==> config.mk <==
export PLATFORM = sky130hd
export DESIGN_NAME = atom_mem_arbiter
export DESIGN_NICKNAME = d
export VERILOG_FILES = /design/src/rtl/atom_mem_arbiter.sv
export SDC_FILE = /design/constraint.sdc
export NUM_CORES = 1
export LEC_CHECK = 0
export CAP_MARGIN = 20
export CELL_PAD_IN_SITES_DETAIL_PLACEMENT = 0
export CELL_PAD_IN_SITES_GLOBAL_PLACEMENT = 2
export CORE_MARGIN = 2
export CORE_UTILIZATION = 44
export DETAILED_ROUTE_END_ITERATION = 8
export DONT_BUFFER_PORTS = 1
export PLACE_DENSITY = 0.84
export SYNTH_ARGS = -nofsm -noshare
export SYNTH_HDL_FRONTEND = slang
export SYNTH_SLANG_ARGS = --single-unit
==> constraint.sdc <==
create_clock -name clk_sys -period 3.3 [get_ports clk_sys]
set_input_delay 0.66 -clock clk_sys [delete_from_list [all_inputs] [get_ports clk_sys]]
set_output_delay 0.66 -clock clk_sys [all_outputs]
set_load 0.01 [all_outputs]
==> src/rtl/atom_mem_arbiter.sv <==
// Shares the Atom core's single-port 64 KB memory between the CPU/video port and the
// HPS ioctl download stream, holding the core in reset while a load is in flight.
module atom_mem_arbiter #(
   parameter int          FIFO_DEPTH  = 4,
   parameter logic [15:0] PROG_BASE   = 16'h2900,
   parameter int          HOLD_CYCLES = 16
) (
   input  logic        clk_sys,
   input  logic        reset,
   input  logic        cpu_ce,
   input  logic [15:0] cpu_addr,
   input  logic        cpu_we_n,
   input  logic [7:0]  cpu_din,
   output logic [7:0]  cpu_dout,
   input  logic        ioctl_download,
   input  logic [7:0]  ioctl_index,
   input  logic        ioctl_wr,
   input  logic [24:0] ioctl_addr,
   input  logic [7:0]  ioctl_dout,
   output logic [15:0] mem_addr,
   output logic [7:0]  mem_din,
   output logic        mem_wren,
   input  logic [7:0]  mem_q,
   output logic        cpu_hold,
   output logic        load_done,
   output logic [16:0] load_count,
   output logic        load_ovf
);

   localparam int PTR_W  = (FIFO_DEPTH > 1) ? $clog2(FIFO_DEPTH) : 1;
   localparam int CNT_W  = PTR_W + 1;
   localparam int HOLD_W = (HOLD_CYCLES > 1) ? $clog2(HOLD_CYCLES) : 1;
   localparam logic [CNT_W-1:0]  DEPTH_C   = CNT_W'(FIFO_DEPTH);
   localparam logic [HOLD_W-1:0] HOLD_INIT = HOLD_W'(HOLD_CYCLES - 1);
   localparam logic [16:0]       COUNT_MAX = 17'h10000;

   typedef enum logic [1:0] {
      ST_IDLE,
      ST_LOAD,
      ST_SETTLE
   } state_t;

   state_t             state;
   state_t             next_state;
   logic [HOLD_W-1:0]  hold_cnt;
   logic [HOLD_W-1:0]  hold_cnt_next;
   logic               dl_q;
   logic               dl_rise;
   logic               clear_stats;
   logic               done_next;

   logic [15:0]        q_addr [FIFO_DEPTH];
   logic [7:0]         q_data [FIFO_DEPTH];
   logic [PTR_W-1:0]   wr_ptr;
   logic [PTR_W-1:0]   rd_ptr;
   logic [CNT_W-1:0]   q_count;
   logic               q_empty;
   logic               q_full;

   logic [24:0]        target;
   logic               in_range;
   logic               push;
   logic               pop;
   logic               drop;

   assign cpu_dout = mem_q;

   // Program images are relocated; anything landing above 64 KB is refused at the door.
   assign target   = (ioctl_index == 8'd0) ? ioctl_addr : ioctl_addr + {9'd0, PROG_BASE};
   assign in_range = (target[24:16] == 9'd0);

   assign q_empty = (q_count == '0);
   assign q_full  = (q_count == DEPTH_C);
   assign pop     = !cpu_ce && !q_empty;
   assign push    = ioctl_wr && in_range && (!q_full || pop);
   assign drop    = ioctl_wr && !push;
   assign dl_rise = ioctl_download && !dl_q;

   always_comb begin
      mem_addr = cpu_addr;
      mem_din  = cpu_din;
      mem_wren = 1'b0;
      if (cpu_ce) begin
         mem_wren = ~cpu_we_n;
      end else if (!q_empty) begin
         mem_addr = q_addr[rd_ptr];
         mem_din  = q_data[rd_ptr];
         mem_wren = 1'b1;
      end
   end

   always_ff @(posedge clk_sys) begin
      if (push) begin
         q_addr[wr_ptr] <= target[15:0];
         q_data[wr_ptr] <= ioctl_dout;
      end
   end

   always_ff @(posedge clk_sys or posedge reset) begin
      if (reset) begin
         wr_ptr  <= '0;
         rd_ptr  <= '0;
         q_count <= '0;
      end else begin
         if (push) wr_ptr <= wr_ptr + PTR_W'(1);
         if (pop)  rd_ptr <= rd_ptr + PTR_W'(1);
         case ({push, pop})
            2'b10:   q_count <= q_count + CNT_W'(1);
            2'b01:   q_count <= q_count - CNT_W'(1);
            default: q_count <= q_count;
         endcase
      end
   end

   always_comb begin
      next_state    = state;
      hold_cnt_next = hold_cnt;
      clear_stats   = 1'b0;
      done_next     = 1'b0;
      case (state)
         ST_IDLE: begin
            if (dl_rise) begin
               next_state  = ST_LOAD;
               clear_stats = 1'b1;
            end
         end
         ST_LOAD: begin
            if (!ioctl_download && q_empty) begin
               next_state    = ST_SETTLE;
               hold_cnt_next = HOLD_INIT;
            end
         end
         ST_SETTLE: begin
            if (dl_rise) begin
               next_state  = ST_LOAD;
               clear_stats = 1'b1;
            end else if (hold_cnt == '0) begin
               next_state = ST_IDLE;
               done_next  = 1'b1;
            end else begin
               hold_cnt_next = hold_cnt - HOLD_W'(1);
            end
         end
         default: next_state = ST_IDLE;
      endcase
   end

   // Hold is registered from the next state so it rises and falls with the state change.
   always_ff @(posedge clk_sys or posedge reset) begin
      if (reset) begin
         state     <= ST_IDLE;
         hold_cnt  <= '0;
         dl_q      <= 1'b0;
         cpu_hold  <= 1'b0;
         load_done <= 1'b0;
      end else begin
         state     <= next_state;
         hold_cnt  <= hold_cnt_next;
         dl_q      <= ioctl_download;
         cpu_hold  <= (next_state != ST_IDLE);
         load_done <= done_next;
      end
   end

   always_ff @(posedge clk_sys or posedge reset) begin
      if (reset) begin
         load_count <= '0;
         load_ovf   <= 1'b0;
      end else begin
         if (clear_stats) begin
            load_count <= '0;
         end else if (pop && load_count != COUNT_MAX) begin
            load_count <= load_count + 17'd1;
         end
         if (clear_stats) begin
            load_ovf <= drop;
         end else if (drop) begin
            load_ovf <= 1'b1;
         end
      end
   end

endmodule

==> impl_results.html, run 1 <==
<table>
<tr><th>Metric</th><th>Value</th></tr>
<tr><th colspan="2">Clocking</th></tr>
<tr><td>Post-CTS Setup Inserts</td><td>0</td></tr>
<tr><td>H-tree level count</td><td>4</td></tr>
<tr><td>Count of hold-fix buffers inserted at cts</td><td>0</td></tr>
<tr><td>Maximum buffer depth of the clock tree</td><td>2</td></tr>
<tr><td>Clock sink total</td><td>130</td></tr>
<tr><td>Number of gates resized after cts</td><td>0</td></tr>
<tr><td>Clock latency of the later-clocked register in the worst-skew pair</td><td>0.41 ns</td></tr>
<tr><td>Clock edge transition at the registers on the reported setup and hold paths</td><td>0.06 ns</td></tr>
<tr><td>Clock root buffer master</td><td>clkbuf_16</td></tr>
<tr><td>Clock buffers created by TritonCTS</td><td>17</td></tr>
<tr><td>Clock tree from TritonCTS</td><td>built</td></tr>
<tr><th colspan="2">Worst setup path</th></tr>
<tr><td>Reg-to-reg endpoint</td><td>load_count[9]</td></tr>
<tr><td>Critical R2R Launch</td><td>q_count[0]</td></tr>
<tr><td>Top fanout value on the critical path</td><td>4</td></tr>
<tr><td>Required time worst endpoint</td><td>3.59 ns</td></tr>
<tr><td>Worst Setup Path Type</td><td>input pin to flop</td></tr>
<tr><td>Worst R2R Setup Slack</td><td>0.79 ns</td></tr>
<tr><td>Critical Path Sink Type</td><td>flop</td></tr>
<tr><td>Endpoint arrival time on the critical path</td><td>3.18 ns</td></tr>
<tr><td>Element type at the critical path start</td><td>input pin</td></tr>
<tr><td>Worst-case reg-to-reg path depth</td><td>7</td></tr>
<tr><th colspan="2">STA</th></tr>
<tr><td>Headroom to the max-slew limit</td><td>0.643</td></tr>
<tr><td>Setup slack after layout</td><td>0.413 ns</td></tr>
<tr><td>Minimum hold slack</td><td>0.252 ns</td></tr>
<tr><td>Maximum frequency from static timing analysis</td><td>0.346 GHz</td></tr>
<tr><td>Aggregate negative setup slack</td><td>0 ns</td></tr>
<tr><td>Actual transition at the worst max-transition pin</td><td>0.535 ns</td></tr>
<tr><td>Final period demand of the worst path</td><td>2.89 ns</td></tr>
<tr><td>Worst Clk Skew</td><td>0.00688 ns</td></tr>
<tr><td>Final Max Slew Viols</td><td>0</td></tr>
<tr><td>Final-report hold violation count</td><td>0</td></tr>
<tr><td>Final setup violation count</td><td>0</td></tr>
<tr><td>Post-route clock period utilization</td><td>0.875</td></tr>
<tr><td>Setup repair after global routing missed its margin</td><td>no</td></tr>
<tr><th colspan="2">Global route</th></tr>
<tr><td>Global route overflow</td><td>0</td></tr>
<tr><td>Via count of the first global-routing pass</td><td>3388</td></tr>
<tr><td>Aggregate global-route resource usage</td><td>0.163</td></tr>
<tr><td>Wire length of the first global-routing pass</td><td>17900 um</td></tr>
<tr><td>Number of antenna violations at the first check in global routing</td><td>0</td></tr>
<tr><td>Largest net degree at the start of global routing</td><td>35</td></tr>
<tr><th colspan="2">Synthesis</th></tr>
<tr><td>Fraction of registers with async set/reset</td><td>0.262</td></tr>
<tr><td>Area share of the largest cell type after synthesis</td><td>0.478</td></tr>
<tr><td>Number of synthesized flops with an enable pin</td><td>96</td></tr>
<tr><td>Synthesized instance count</td><td>404</td></tr>
<tr><td>Synthesized Nets</td><td>492</td></tr>
<tr><td>Synth area leader</td><td>edfxtp_1</td></tr>
<tr><td>Cell area after synthesis</td><td>6030 um^2</td></tr>
<tr><td>Distinct cells, synth</td><td>55</td></tr>
<tr><td>Count of synthesis-stage warnings from yosys</td><td>0</td></tr>
<tr><td>Post-synthesis sequential area ratio</td><td>0.619</td></tr>
<tr><td>Post-synthesis register bit count</td><td>130</td></tr>
<tr><td>Top FF cell, synth</td><td>edfxtp_1</td></tr>
<tr><td>Mean cell area of the mapped netlist</td><td>14.9 um^2</td></tr>
<tr><td>Largest cells by area after synthesis</td><td>edfxtp_1 48%, dfrtp_1 14%, mux4_2 9.0%, mux2_2 5.2%, xor2_1 2.3%</td></tr>
<tr><td>Most instantiated library cell after synthesis</td><td>edfxtp_1</td></tr>
<tr><td>Most common library cells after synthesis</td><td>96 x edfxtp_1, 34 x dfrtp_1, 30 x nor2_1</td></tr>
<tr><th colspan="2">Detailed routing</th></tr>
<tr><td>DRC Markers</td><td>0</td></tr>
<tr><td>Via/cell ratio</td><td>5.53</td></tr>
<tr><td>Via count</td><td>3360</td></tr>
<tr><td>ANT nets after route</td><td>0</td></tr>
<tr><td>Average wire per cell in the routed design</td><td>18.6 um</td></tr>
<tr><td>TritonRoute pass-1 iters</td><td>4</td></tr>
<tr><td>DRT Wirelength</td><td>11300 um</td></tr>
<tr><td>Initial drt markers</td><td>213</td></tr>
<tr><th colspan="2">Outcome</th></tr>
<tr><td>Run status</td><td>finished, final reports clean</td></tr>
<tr><th colspan="2">Power and ir drop</th></tr>
<tr><td>Cell leakage power</td><td>2.47 nW</td></tr>
<tr><td>Cell-internal power</td><td>0.00369 W</td></tr>
<tr><td>Clock network fraction of total power</td><td>0.369</td></tr>
<tr><td>Switching portion of total power</td><td>0.274</td></tr>
<tr><td>Overall power</td><td>0.00508 W</td></tr>
<tr><td>Combinational fraction of design power</td><td>0.229</td></tr>
<tr><td>Power Dens Cells</td><td>725 nW/um^2</td></tr>
<tr><td>Maximum vdd ir drop</td><td>0.370 mV</td></tr>
<tr><td>Share of power burned in registers</td><td>0.401</td></tr>
<tr><td>Total net switching power</td><td>0.00139 W</td></tr>
<tr><th colspan="2">Floorplanning</th></tr>
<tr><td>Site row count</td><td>42</td></tr>
<tr><td>Floorplan Core Area</td><td>13300 um^2</td></tr>
<tr><td>Num ports</td><td>132</td></tr>
<tr><td>Chip height</td><td>121 um</td></tr>
<tr><td>Area of the die</td><td>14700 um^2</td></tr>
<tr><td>Initial core utilization</td><td>0.454</td></tr>
<tr><td>Horizontal extent of the die</td><td>121 um</td></tr>
<tr><th colspan="2">Placement</th></tr>
<tr><td>Post-Place Worst Slack</td><td>-0.0175 ns</td></tr>
<tr><td>HPWL after detailed placement</td><td>7870 um</td></tr>
<tr><td>RD Place Congestion</td><td>0.734</td></tr>
<tr><td>Port Buffer Count</td><td>0</td></tr>
<tr><td>Dpl cell area</td><td>6410 um^2</td></tr>
<tr><th colspan="2">Cells and area</th></tr>
<tr><td>Post-route cell area</td><td>7010 um^2</td></tr>
<tr><td>Flip-flop and latch area</td><td>3730 um^2</td></tr>
<tr><td>Layout overhead on the synthesized area</td><td>16.2%</td></tr>
<tr><td>Number of nets in the finished design</td><td>507</td></tr>
<tr><td>Filler Cell Count</td><td>1090</td></tr>
<tr><td>Multi-input gate area in the final layout</td><td>2160 um^2</td></tr>
<tr><td>N_diodes</td><td>0</td></tr>
<tr><td>Proportion of layout cells with a drive suffix above 1</td><td>0.275</td></tr>
<tr><th colspan="2">Run</th></tr>
<tr><td>Maximum capacitance violations</td><td>0</td></tr>
<tr><th colspan="2">Min path</th></tr>
<tr><td>Min-delay worst type</td><td>input pin to asynchronous set/reset pin</td></tr>
</table>
## placed cells by master (no fill, tap or decap), types with 10 or more instances in the layout
cell type	count
nand2_1	20
clkbuf_16	17
mux2_2	28
xor2_1	16
edfxtp_1	96
inv_1	10
xnor2_1	14
nand3_1	10
mux4_2	24
buf_12	10
dfrtp_1	33
nor2_1	29
## cell type report
| cell class | count | share of cell area |
|---|---|---|
| Clock inverter | 12 | 0.0225 |
| Multi-Input combinational cell | 243 | 0.308 |
| Tap cell | 176 | 0.0314 |
| Sequential cell | 130 | 0.533 |
| Timing Repair Buffer | 17 | 0.0361 |
| Inverter | 10 | 0.00535 |
| Clock buffer | 20 | 0.0637 |
## sequential cells by signal, indices dropped and copies added, names as in the netlist
name	cells
state	2
hold_cnt	4
q_data	32
load_ovf	1
rd_ptr	2
dl_q	1
q_addr	64
load_count	17
load_done	1
wr_ptr	2
cpu_hold	1
q_count	3
## per-layer routing
layer / vias up / GRT usage / part of all wire
met2: 100 / 0.266 / 0.49
met5: - / 0 / 0
li1: 1561 / - / -
met1: 1682 / 0.203 / 0.43
met3: 17 / 0.0461 / 0.060
met4: 0 / 0.0705 / 0.015
## critical path: stages
cell and delay, ns:
or4_4 0.55, o2111a_1 0.32, a211oi_2 0.19, o21bai_4 0.16, nand3_4 0.08, and2_1 0.15
fa_1 0.47, nor2b_1 0.14, o2111ai_1 0.13, o21a_1 0.14, and4_1 0.19
## logic make-up (layout without fill, tap and decap cells)
logic type | after synthesis | count (layout) | synth area share
AO/OA/AOI/OAI | 33 | 33 | 0.0429
XOR/XNOR | 30 | 30 | 0.0436
adder cells (fa/ha/maj) | 9 | 9 | 0.0199
buffers and inverters | 31 | 59 | 0.0243
flip-flops | 130 | 130 | 0.619
multiplexers | 54 | 54 | 0.145
AND/OR/NAND/NOR | 117 | 117 | 0.105
## worst max path at each step
stage                               from    endpoint  slack [ns]  depth (start not counted)
after floorplan           ioctl_index[5]  q_count[1]        0.05                         11
after global placement    ioctl_index[5]  q_count[1]        0.03                         11
after detailed placement  ioctl_index[5]  q_count[1]       -0.02                         11
after CTS                 ioctl_index[5]  q_count[1]        0.42                         11
after global routing      ioctl_index[5]  q_count[1]        0.29                         11
final                     ioctl_index[5]  q_count[1]        0.41                         11
## per-stage QoR
step	utilization	std cells
after floorplan	-	404
after global placement	0.482	576
after detailed placement	0.482	576
after CTS	0.527	608
after global routing	0.527	608
final	0.527	608
## power by group through the flow
stage,Combinational (W),Sequential (W),Clock (W)
floorplan,0.00102,0.00196,0
global placement,0.00117,0.00208,0
detailed placement,0.00119,0.00208,0
CTS,0.00120,0.00205,0.00191
global route,0.00127,0.00206,0.00199
finish,0.00117,0.00204,0.00188
Power figures use the tool's default switching activity.
==> inputs of run 2 (changes only) <==
Settings changed: CELL_PAD_IN_SITES_DETAIL_PLACEMENT 0 to 1, CTS_BUF_LIST set to sky130_fd_sc_hd__clkbuf_16.
==> run 2 against run 1 <==
Sequential share of layout area rose by 0.11 points; via count up 1.9%; critical path depth did not move; sequential power about the same; die area did not move; register-to-register slack got worse by 0.04 ns; final cell count unchanged; total power up 0.27%; highest routed layer unchanged.
==> impl_results.html, run 2 (synthesized netlist as in run 1, its figures left out) <==
<table>
<tr><th>Metric</th><th>Value</th></tr>
<tr><th colspan="2">Outcome</th></tr>
<tr><td>Run status</td><td>finished, final reports clean (unchanged)</td></tr>
<tr><th colspan="2">Power and ir drop</th></tr>
<tr><td>Clock network fraction of total power</td><td>0.363 (was 0.369)</td></tr>
<tr><td>Total net switching power</td><td>0.00144 W (was 0.00139 W)</td></tr>
<tr><td>Maximum vdd ir drop</td><td>0.418 mV (was 0.370 mV)</td></tr>
<tr><td>Share of power burned in registers</td><td>0.401 (about the same)</td></tr>
<tr><td>Overall power</td><td>0.00510 W (was 0.00508 W)</td></tr>
<tr><td>Power Dens Cells</td><td>729 nW/um^2 (was 725 nW/um^2)</td></tr>
<tr><td>Combinational fraction of design power</td><td>0.236 (was 0.229)</td></tr>
<tr><td>Cell leakage power</td><td>2.46 nW (was 2.47 nW)</td></tr>
<tr><td>Cell-internal power</td><td>0.00366 W (was 0.00369 W)</td></tr>
<tr><td>Switching portion of total power</td><td>0.283 (was 0.274)</td></tr>
<tr><th colspan="2">Global route</th></tr>
<tr><td>Wire length of the first global-routing pass</td><td>20300 um (was 17900 um)</td></tr>
<tr><td>Largest net degree at the start of global routing</td><td>35 (unchanged)</td></tr>
<tr><td>Via count of the first global-routing pass</td><td>3696 (was 3388)</td></tr>
<tr><td>Global route overflow</td><td>0 (unchanged)</td></tr>
<tr><td>Number of antenna violations at the first check in global routing</td><td>0 (unchanged)</td></tr>
<tr><td>Aggregate global-route resource usage</td><td>0.189 (was 0.163)</td></tr>
<tr><th colspan="2">Run</th></tr>
<tr><td>Maximum capacitance violations</td><td>0 (unchanged)</td></tr>
<tr><th colspan="2">Floorplanning</th></tr>
<tr><td>Chip height</td><td>121 um (unchanged)</td></tr>
<tr><td>Floorplan Core Area</td><td>13300 um^2 (unchanged)</td></tr>
<tr><td>Area of the die</td><td>14700 um^2 (unchanged)</td></tr>
<tr><td>Num ports</td><td>132 (unchanged)</td></tr>
<tr><td>Site row count</td><td>42 (unchanged)</td></tr>
<tr><td>Initial core utilization</td><td>0.454 (unchanged)</td></tr>
<tr><td>Horizontal extent of the die</td><td>121 um (unchanged)</td></tr>
<tr><th colspan="2">Cells and area</th></tr>
<tr><td>Highest-count cells in the layout ignoring fill and taps</td><td>96 x edfxtp_1, 33 x dfrtp_1, 29 x nor2_1 (unchanged)</td></tr>
<tr><td>Registers with the most flip-flops</td><td>q_addr x64, q_data x32, load_count x17 (unchanged)</td></tr>
<tr><td>Filler Cell Count</td><td>1290 (was 1090)</td></tr>
<tr><td>Flip-flop count of the largest register, all copies and words added</td><td>64 (unchanged)</td></tr>
<tr><td>Layout overhead on the synthesized area</td><td>15.9% (was 16.2%)</td></tr>
<tr><td>N_diodes</td><td>0 (unchanged)</td></tr>
<tr><td>Most common cell after layout, fill and taps aside</td><td>edfxtp_1 (unchanged)</td></tr>
<tr><td>Most flops, register</td><td>q_addr (unchanged)</td></tr>
<tr><td>Proportion of layout cells with a drive suffix above 1</td><td>0.271 (was 0.275)</td></tr>
<tr><td>Number of nets in the finished design</td><td>507 (unchanged)</td></tr>
<tr><th colspan="2">Detailed routing</th></tr>
<tr><td>DRT Wirelength</td><td>12900 um (was 11300 um)</td></tr>
<tr><td>Via count</td><td>3424 (was 3360)</td></tr>
<tr><td>DRC Markers</td><td>0 (unchanged)</td></tr>
<tr><td>Via/cell ratio</td><td>5.63 (was 5.53)</td></tr>
<tr><td>Initial drt markers</td><td>195 (was 213)</td></tr>
<tr><td>TritonRoute pass-1 iters</td><td>5 (was 4)</td></tr>
<tr><td>ANT nets after route</td><td>0 (unchanged)</td></tr>
<tr><td>Average wire per cell in the routed design</td><td>21.2 um (was 18.6 um)</td></tr>
<tr><th colspan="2">Clocking</th></tr>
<tr><td>Clock latency of the later-clocked register in the worst-skew pair</td><td>0.41 ns (about the same)</td></tr>
<tr><td>Clock sink total</td><td>130 (unchanged)</td></tr>
<tr><td>Clock buffers created by TritonCTS</td><td>17 (unchanged)</td></tr>
<tr><td>Clock tree from TritonCTS</td><td>built (unchanged)</td></tr>
<tr><td>Count of hold-fix buffers inserted at cts</td><td>0 (unchanged)</td></tr>
<tr><td>Maximum buffer depth of the clock tree</td><td>2 (unchanged)</td></tr>
<tr><td>Clock root buffer master</td><td>clkbuf_16 (unchanged)</td></tr>
<tr><td>H-tree level count</td><td>4 (unchanged)</td></tr>
<tr><td>Number of gates resized after cts</td><td>0 (unchanged)</td></tr>
<tr><td>Post-CTS Setup Inserts</td><td>0 (unchanged)</td></tr>
<tr><td>Clock edge transition at the registers on the reported setup and hold paths</td><td>0.06 ns (about the same)</td></tr>
<tr><th colspan="2">Placement</th></tr>
<tr><td>HPWL after detailed placement</td><td>8820 um (was 7870 um)</td></tr>
<tr><td>RD Place Congestion</td><td>0.734 (unchanged)</td></tr>
<tr><td>Port Buffer Count</td><td>0 (unchanged)</td></tr>
<tr><td>Post-Place Worst Slack</td><td>-0.0495 ns (was -0.0175 ns)</td></tr>
<tr><th colspan="2">STA</th></tr>
<tr><td>Post-route clock period utilization</td><td>0.879 (was 0.875)</td></tr>
<tr><td>Setup repair after global routing missed its margin</td><td>no (unchanged)</td></tr>
<tr><td>Setup slack after layout</td><td>0.401 ns (was 0.413 ns)</td></tr>
<tr><td>Final Max Slew Viols</td><td>0 (unchanged)</td></tr>
<tr><td>Actual transition at the worst max-transition pin</td><td>0.539 ns (was 0.535 ns)</td></tr>
<tr><td>Final setup violation count</td><td>0 (unchanged)</td></tr>
<tr><td>Headroom to the max-slew limit</td><td>0.641 (was 0.643)</td></tr>
<tr><td>Aggregate negative setup slack</td><td>0 ns (unchanged)</td></tr>
<tr><td>Maximum frequency from static timing analysis</td><td>0.345 GHz (was 0.346 GHz)</td></tr>
<tr><td>Final-report hold violation count</td><td>0 (unchanged)</td></tr>
<tr><td>Worst Clk Skew</td><td>0.00533 ns (was 0.00688 ns)</td></tr>
<tr><td>Final period demand of the worst path</td><td>2.90 ns (was 2.89 ns)</td></tr>
<tr><th colspan="2">Worst setup path</th></tr>
<tr><td>Worst-case reg-to-reg path depth</td><td>7 (unchanged)</td></tr>
<tr><td>Top fanout value on the critical path</td><td>4 (unchanged)</td></tr>
<tr><td>Critical Path Sink Type</td><td>flop (unchanged)</td></tr>
<tr><td>Endpoint arrival time on the critical path</td><td>3.20 ns (was 3.18 ns)</td></tr>
<tr><td>Required time worst endpoint</td><td>3.60 ns (was 3.59 ns)</td></tr>
<tr><td>Worst Setup Path Type</td><td>input pin to flop (unchanged)</td></tr>
<tr><td>Element type at the critical path start</td><td>input pin (unchanged)</td></tr>
<tr><th colspan="2">Min path</th></tr>
<tr><td>Min-delay worst type</td><td>input pin to asynchronous set/reset pin (unchanged)</td></tr>
</table>
[run 2: area by class of cell]
class / count / area (um^2) / area share
Inverter: 10 / 37.5 / 0.00537
Tap cell: 176 / 220 / 0.0315
Timing Repair Buffer: 17 / 253 / 0.0361
Clock buffer: 17 / 425 / 0.0608
Sequential cell: 130 / 3730 / 0.534
Multi-Input combinational cell: 243 / 2160 / 0.309
Clock inverter: 15 / 164 / 0.0234
[run 2: worst paths after layout]
kind                                start        endpoint  slack (ns)
min in group clk_sys       ioctl_download            dl_q        0.27
setup reg to reg               q_count[0]   load_count[9]        0.75
hold reg to reg               hold_cnt[3]     hold_cnt[3]        0.55
setup / recovery           ioctl_index[5]      q_count[1]        0.40
hold / removal                      reset  load_count[12]        0.24
max in group asynchronous           reset       rd_ptr[0]        2.72
[run 2: layer usage]
metal  track usage  wire length (um)  up-vias
li1              -                 -     1558
met2         0.320              6700       91
met4        0.0792               236        0
met1         0.225              5230     1754
met3        0.0569               729       21
met5             0                 0        -
[run 2: metrics by stage]
stage,cells,area (um^2),hold WS (ns),util
after detailed placement,576,6410,0.547,0.482
after global placement,576,6410,0.508,0.482
after floorplan,404,6040,0.480,-
after global routing,608,7000,0.254,0.526
final,608,7000,0.237,0.526
after CTS,608,7000,0.249,0.526
[run 2: worst max-delay path, cell delays in order]
cell       delay [ns]
or4_4            0.55
o2111a_1         0.33
a211oi_2         0.20
o21bai_4         0.16
nand3_4          0.08
and2_1           0.16
fa_1             0.48
nor2b_1          0.14
o2111ai_1        0.13
o21a_1           0.13
and4_1           0.19
[run 2: power by group through the flow]
stage          clock (W)  combinational, W  sequential (W)
2_1_floorplan          0           0.00102         0.00196
3_3_place_gp           0           0.00117         0.00208
3_5_place_dp           0           0.00121         0.00208
4_1_cts          0.00189           0.00123         0.00205
5_1_grt          0.00196           0.00131         0.00207
6_report         0.00185           0.00120         0.00204
